`src/rtl/pipe_hazard_ctrl.sv`:
```
// Hazard/stall controller for a 5-stage pipeline: drives PC hold and the
// pause/bubble controls of IF/ID, ID/EX, EX/MEM, MEM/WB, with a memory-wait timeout.
module pipe_hazard_ctrl #(
    parameter int MEM_TIMEOUT = 16,
    parameter int CNT_W       = 32
) (
    input  logic             clock,
    input  logic             resetn,
    input  logic [4:0]       id_rs1,
    input  logic [4:0]       id_rs2,
    input  logic             id_rs1_used,
    input  logic             id_rs2_used,
    input  logic [4:0]       ex_rd,
    input  logic             ex_is_load,
    input  logic             ex_redirect,
    input  logic             fetch_valid,
    input  logic             mem_req,
    input  logic             mem_ready,
    output logic             pc_pause,
    output logic             if_id_pause,
    output logic             if_id_bubble,
    output logic             id_ex_pause,
    output logic             id_ex_bubble,
    output logic             ex_mem_pause,
    output logic             ex_mem_bubble,
    output logic             mem_wb_pause,
    output logic             mem_wb_bubble,
    output logic [1:0]       state,
    output logic             mem_fault,
    output logic [CNT_W-1:0] stall_cycles,
    output logic [CNT_W-1:0] flush_count
);

    localparam int WC_W = $clog2(MEM_TIMEOUT + 1);

    typedef enum logic [1:0] {
        RUN      = 2'd0,
        MEM_WAIT = 2'd1,
        FAULT    = 2'd2
    } state_t;

    state_t            state_q, state_d;
    logic [WC_W-1:0]   wait_cnt_q, wait_cnt_d;
    logic              memstall, loaduse, redirect_apply;

    assign memstall = mem_req & ~mem_ready;
    assign loaduse  = ex_is_load & (ex_rd != 5'd0) &
                      ((id_rs1_used & (id_rs1 == ex_rd)) | (id_rs2_used & (id_rs2 == ex_rd)));

    // Controls in priority order; reset and FAULT freeze every register.
    always_comb begin
        pc_pause       = 1'b0;
        if_id_pause    = 1'b0;
        if_id_bubble   = 1'b0;
        id_ex_pause    = 1'b0;
        id_ex_bubble   = 1'b0;
        ex_mem_pause   = 1'b0;
        ex_mem_bubble  = 1'b0;
        mem_wb_pause   = 1'b0;
        mem_wb_bubble  = 1'b0;
        redirect_apply = 1'b0;
        if (!resetn || state_q == FAULT) begin
            pc_pause     = 1'b1;
            if_id_pause  = 1'b1;
            id_ex_pause  = 1'b1;
            ex_mem_pause = 1'b1;
            mem_wb_pause = 1'b1;
        end else if (memstall) begin
            pc_pause      = 1'b1;
            if_id_pause   = 1'b1;
            id_ex_pause   = 1'b1;
            ex_mem_pause  = 1'b1;
            mem_wb_bubble = 1'b1;
        end else if (ex_redirect) begin
            if_id_bubble   = 1'b1;
            id_ex_bubble   = 1'b1;
            redirect_apply = 1'b1;
        end else if (loaduse) begin
            pc_pause     = 1'b1;
            if_id_pause  = 1'b1;
            id_ex_bubble = 1'b1;
        end else if (!fetch_valid) begin
            pc_pause     = 1'b1;
            if_id_bubble = 1'b1;
        end
    end

    // wait_cnt holds the number of consecutive stalled cycles already closed.
    always_comb begin
        state_d    = state_q;
        wait_cnt_d = wait_cnt_q;
        if (state_q != FAULT) begin
            if (memstall) begin
                wait_cnt_d = wait_cnt_q + 1'b1;
                state_d    = (wait_cnt_q == WC_W'(MEM_TIMEOUT - 1)) ? FAULT : MEM_WAIT;
            end else begin
                wait_cnt_d = '0;
                state_d    = RUN;
            end
        end
    end

    always_ff @(posedge clock or negedge resetn) begin
        if (!resetn) begin
            state_q      <= RUN;
            wait_cnt_q   <= '0;
            stall_cycles <= '0;
            flush_count  <= '0;
        end else begin
            state_q    <= state_d;
            wait_cnt_q <= wait_cnt_d;
            if (state_q != FAULT) begin
                if (pc_pause && stall_cycles != '1)
                    stall_cycles <= stall_cycles + 1'b1;
                if (redirect_apply && flush_count != '1)
                    flush_count <= flush_count + 1'b1;
            end
        end
    end

    assign state     = state_q;
    assign mem_fault = (state_q == FAULT);

endmodule
```
`config.mk`:
```
export PLATFORM = sky130hd
export DESIGN_NAME = pipe_hazard_ctrl
export DESIGN_NICKNAME = d
export VERILOG_FILES = /design/src/rtl/pipe_hazard_ctrl.sv
export SDC_FILE = /design/constraint.sdc
export NUM_CORES = 1
export LEC_CHECK = 0
export CAP_MARGIN = 20
export CORE_MARGIN = 2
export CORE_UTILIZATION = 31
export DETAILED_ROUTE_END_ITERATION = 10
export PLACE_DENSITY = 0.64
export SYNTH_ARGS = -nofsm -noshare
export SYNTH_HDL_FRONTEND = slang
export SYNTH_SLANG_ARGS = --single-unit
```
`constraint.sdc`:
```
create_clock -name clock -period 2.5 [get_ports clock]
set_input_delay 0.25 -clock clock [delete_from_list [all_inputs] [get_ports clock]]
set_output_delay 0.25 -clock clock [all_outputs]
set_load 0.01 [all_outputs]
```
Word level (Yosys, flattened, before mapping)
Index checks and enable logic that the tools add are counted.
Word-level totals
  bits in registers: 71
  bits of input ports: 24
  output and inout bits: 76
  logic and storage cells: 54
Cells by class
  add/subtract/negate cells: 3
  eq/ne operators: 7
  multiplexer cells: 26
  bitwise operators: 7
  reductions and logical operators: 7
Operators by type and width (number)
  $add 32x1->32 const B: 2
  $ne 32x32->1 const B: 2
  $mux 1: 23
  $eq 5x5->1: 2
  $add 5x1->5 const B: 1
  $and 1x1->1: 5
  $eq 5x4->1 const B: 1
  $mux 5: 1
  $reduce_bool 5->1: 1
  $mux 2: 2
  $reduce_and 2->1: 2
  $eq 2x2->1 const B: 1
  $logic_and 1x1->1: 2
  $ne 2x2->1 const B: 1
  $logic_not 1->1: 1
  $logic_or 1x1->1: 1
  $not 1->1: 1
  $or 1x1->1: 1

Logic depth before layout (Yosys ltp)
Gate-level depths: netlist (run 1).
  depth in word-level cells: 10
  gate-level depth with buffers: 9
  gate-level depth less buffers: 8

Least setup slack after synthesis (run 1)
Ideal clock, no wire load.
  kind: register to register
  start: register stall_cycles[0]
  end: register stall_cycles[27]
  setup time: 0.126 ns
  arrival time: 1.928 ns
  required time: 2.374 ns
  path slack: 0.446 ns
  stages on the path, launching flop included: 10
  period minus slack after synthesis: 2.054 ns
  path through: dfrtp_1 > ha_1 > nand3_1 > nor4_4 > and3_4 > a31o_4 > a21oi_4 > buf_6 > and3_1 > xor2_1
Between the ends
  cells in the longest elaborated chain, start to end: 3
  elaborated cells on any way between the ends: 4
  those cells by class: 1 x add/sub; 1 x eq/ne; 2 x reduce/logical
RTL lines
  from (decl): RTL line 30  | output logic [CNT_W-1:0] stall_cycles,
  from (signal assigned): RTL line 114  | stall_cycles <= stall_cycles + 1'b1;
  branches (longest 3 deep; another with $add 32x1->32)
Several ways; the timed one is not identified.
A chain may end at the register's enable or synchronous reset.

Worst setup path in the final report (run 1)
  start: input ex_rd[4]
  end: output id_ex_bubble
Between the ends
  cells in the longest elaborated chain, start to end: 8
  elaborated cells on any way between the ends: 12
  those cells by class: 2 x eq/ne; 4 x mux; 5 x bitwise; 1 x reduce/logical
RTL lines
  from (decl): RTL line 13  | input logic [4:0] ex_rd,
  $eq 5x5->1: RTL line 48  | ((id_rs1_used & (id_rs1 == ex_rd)) | (id_rs2_used & (id_rs2 == ex_rd)));
  $and 1x1->1: RTL line 48
  $or 1x1->1: RTL line 48
  $and 1x1->1 (*): RTL line 47  | assign loaduse = ex_is_load & (ex_rd != 5'd0) &
  $mux 1 (*): RTL line 78  | end else if (loaduse) begin
  $mux 1 (*): RTL line 74  | end else if (ex_redirect) begin
  $mux 1 (*): RTL line 68  | end else if (memstall) begin
  $mux 1 (*): RTL line 62  | if (!resetn || state_q == FAULT) begin
  to (decl): RTL line 23  | output logic id_ex_bubble,
Mark *: on every way between the ends. The rest lies on a longest branch, timed or not.

==> results of run 1 <==
-- layout by cell type, fill, tap and decap left out, types with 8 or more instances in the layout --
| cell | synthesis | layout |
|---|---|---|
| clkdlybuf4s50_1 | 0 | 96 |
| dfrtp_1 | 71 | 71 |
| xnor2_1 | 62 | 62 |
| nand3_1 | 31 | 31 |
| nand2_1 | 29 | 29 |
| nand4_1 | 21 | 21 |
| and3_1 | 18 | 18 |
| nor2_1 | 16 | 16 |
| buf_4 | 3 | 13 |
| xor2_1 | 10 | 10 |
| and4_1 | 9 | 9 |
| clkbuf_16 | 0 | 9 |
| inv_1 | 8 | 8 |
-- flip-flops by register name, indices dropped and copies added, names as in the netlist --
register,cells
flush_count,32
wait_cnt_q,5
stall_cycles,32
state,2
-- cell type report --
cell class / instances / area [µm²] / share of cell area
Sequential cell: 71 / 1780 / 0.354
Inverter: 8 / 30.0 / 0.00599
Tap cell: 140 / 175 / 0.0349
Multi-Input combinational cell: 240 / 1650 / 0.330
Clock buffer: 10 / 239 / 0.0477
Timing Repair Buffer: 111 / 1090 / 0.218
Clock inverter: 4 / 47.5 / 0.00948
-- stage by stage --
stage | total power (µW) | worst slack, ns | utilization | instance area (µm²) | hold WS [ns]
floorplan | 1190 | 0.446 | - | 3500 | -0.0456
global placement | 1270 | 0.0452 | 0.432 | 4720 | 0.468
detailed placement | 1270 | 0.000312 | 0.432 | 4720 | 0.476
CTS | 2520 | 0.0459 | 0.458 | 5010 | 0.227
global route | 2580 | 0.00178 | 0.458 | 5010 | 0.284
finish | 2480 | 0.129 | 0.458 | 5010 | 0.196
-- routing by layer --
| layer | track usage | wire, µm |
|---|---|---|
| met5 | 0 | 0 |
| met4 | 0.0384 | 135 |
| met3 | 0.0429 | 347 |
| met2 | 0.223 | 3830 |
| met1 | 0.197 | 3910 |
-- worst paths after layout --
path	end	slack, ns	from	cells past startpoint
max	id_ex_bubble	0.13	ex_rd[4]	8
min	stall_cycles[30]	0.20	resetn	2
max reg2reg	stall_cycles[3]	0.36	stall_cycles[18]	8
min reg2reg	flush_count[29]	0.48	flush_count[29]	1
max in group asynchronous	stall_cycles[7]	1.74	resetn	2
min in group clock	flush_count[29]	0.48	flush_count[29]	1
-- power breakdown --
group	internal (µW)	switching [µW]
clock	784	453
combinational	51.7	46.0
sequential	1150	0
-- cell families (layout without fill, tap and decap cells) --
| kind of cell | Yosys count | count (layout) |
|---|---|---|
| AOI/OAI and AO/OA | 18 | 18 |
| xor gates and xnor gates | 72 | 72 |
| adders and majority gates | 4 | 4 |
| buffers and inverters | 15 | 133 |
| DFF | 71 | 71 |
| muxes | 2 | 2 |
| other | 1 | 1 |
| and+or+nand+nor | 143 | 143 |
-- timing repair --
action,CTS,global route
setup endpoints to repair,1,1
hold buffers,0,0
gates resized for setup,1,2
==> results_dict.tcl, run 1 <==
set metrics [dict create \
    outcome "finished, final reports clean" \
    syn_area_mm2 0.00350 \
    max_stage_delay_ns 0.55 \
    arrival_ns 2.12 \
    final_cells 584 \
    synth_ff_type "dfrtp_1" \
    synth_top_cell_area_share 0.507 \
    ys_seq_area_frac 0.507 \
    start_util 0.320 \
    cts_buffers 9 \
    synth_compound_area_frac 0.0382 \
    hp-class "input port to asynchronous set/reset pin" \
    dr.pass1.iters 4 \
    cap_violations 0 \
    crit_slowest_cell "clkdlybuf4s50_1" \
    synthAdderAreaFrac 0.0143 \
    syn_area_per_cell_um2 10.8 \
    max_slew.worst_pin.slew_ns 0.891 \
    gr-usage-all-layers 0.144 \
    gp_congestion 0.798 \
    synthMuxAreaShare 0.00750 \
    synth_simple_gate_area_frac 0.230 \
    drt.antenna.violating_nets 0 \
    cts-root-buf "clkbuf_16" \
    synth_top_cell_by_area "dfrtp_1" \
    synth_seq_cells 71 \
    ir_worst_vdd_mv 0.367 \
    synthMostInstantiatedCell "dfrtp_1" \
    io_pins 100 \
    syn_inst 326 \
    slew_headroom 0.406 \
    cts_sinks 71 \
    yosysUniqueCellTypes 39 \
    viasPerCell 4.79 \
    crit_fanout 2 \
    nFillCells 1034 \
    ys_top_cells_by_area "dfrtp_1 (51%), xnor2_1 (15%), nand3_1 (4.4%)" \
    fmax_mhz 422 \
    clk_latency_ns 0.33 \
    diodes 0 \
    wirelength_um 8220 \
    vias 2797 \
    dieArea_mm2 0.0122 \
    drive_gt1_frac 0.0923 \
    crit_family "buffers and inverters" \
    cp.required_ns 2.25 \
    place_inst 570 \
    setup_viol 0 \
    p_per_area_mw_per_mm2 496 \
    fp.coreArea_mm2 0.0109 \
    rows 38 \
    finalCriticalPeriod_ns 2.37 \
    critical_path_buf_inv_count 3 \
    hpwl_um 6030 \
    min_period_over_period 0.948 \
    critPathLaunchType "input port" \
    die_w_um 110 \
    finalSetupTns_ns 0 \
    ys_warn_count 0 \
    clk_pin_slew_ns 0.06 \
    finalMaxSlewViolations 0 \
    routedWlPerCell_um 14.1 \
    synth_edf_count 0 \
    synthesis.nets 354 \
    grt_pass1_wl_um 13500 \
    die_y_um 110 \
    drc_errors 0 \
    cts.path.max_buffers 2 \
    crit_type "input port to output port" \
    synthArstFlopShare 1.00 \
    grt_pass1_vias 2700 \
    finClkSkew_ns 0.00871 \
    cts_max_level 3 \
    p_leak_uw 0.00214 \
    rsz0062_at_grt "no" \
    syn2layout_area_growth_pct 43.1 \
    cts_tree "done" \
    postCtsSetupBuffers 0 \
    grt-ovfl-total 0 \
    synthXorXnorAreaFrac 0.180 \
    antenna_found_initial 0 \
    final_nets 469 \
    path_cells "clkdlybuf4s50_1 -> buf_4 -> xnor2_1 -> nand4_1 -> o22ai_1 -> nand2b_1 -> a21oi_1 -> clkdlybuf4s50_1" \
    grt_max_degree 72 \
    numPortBuffers 98 \
    hold_viol_final 0 \
    drtIter0Drc 73 \
    crit_top_cell "clkdlybuf4s50_1" \
    synth_top_cells_by_count "dfrtp_1 (71), xnor2_1 (62), nand3_1 (31)" \
    synth_top_family_by_area "simple AND/OR/NAND/NOR gates" \
    worstSetupEndpointType "output port" \
]
Note: power is estimated with default switching activity, not from simulation.
==> run 2, diff against run 1 <==
--- a/config.mk
+++ b/config.mk
@@ -8,6 +8,7 @@
 export CAP_MARGIN = 20
 export CORE_MARGIN = 2
 export CORE_UTILIZATION = 31
+export CTS_CLUSTER_DIAMETER = 200
 export DETAILED_ROUTE_END_ITERATION = 10
 export PLACE_DENSITY = 0.64
 export SYNTH_ARGS = -nofsm -noshare
==> results of run 2 <==
No change in the layout: final DEF, timing and power equal those of run 1.
==> run 3, diff against run 2 <==
--- a/config.mk
+++ b/config.mk
@@ -11,6 +11,7 @@
 export CTS_CLUSTER_DIAMETER = 200
 export DETAILED_ROUTE_END_ITERATION = 10
 export PLACE_DENSITY = 0.64
+export SLEW_MARGIN = 20
 export SYNTH_ARGS = -nofsm -noshare
 export SYNTH_HDL_FRONTEND = slang
 export SYNTH_SLANG_ARGS = --single-unit
==> results of run 3 <==
No change in the layout: final DEF, timing and power equal those of run 1.
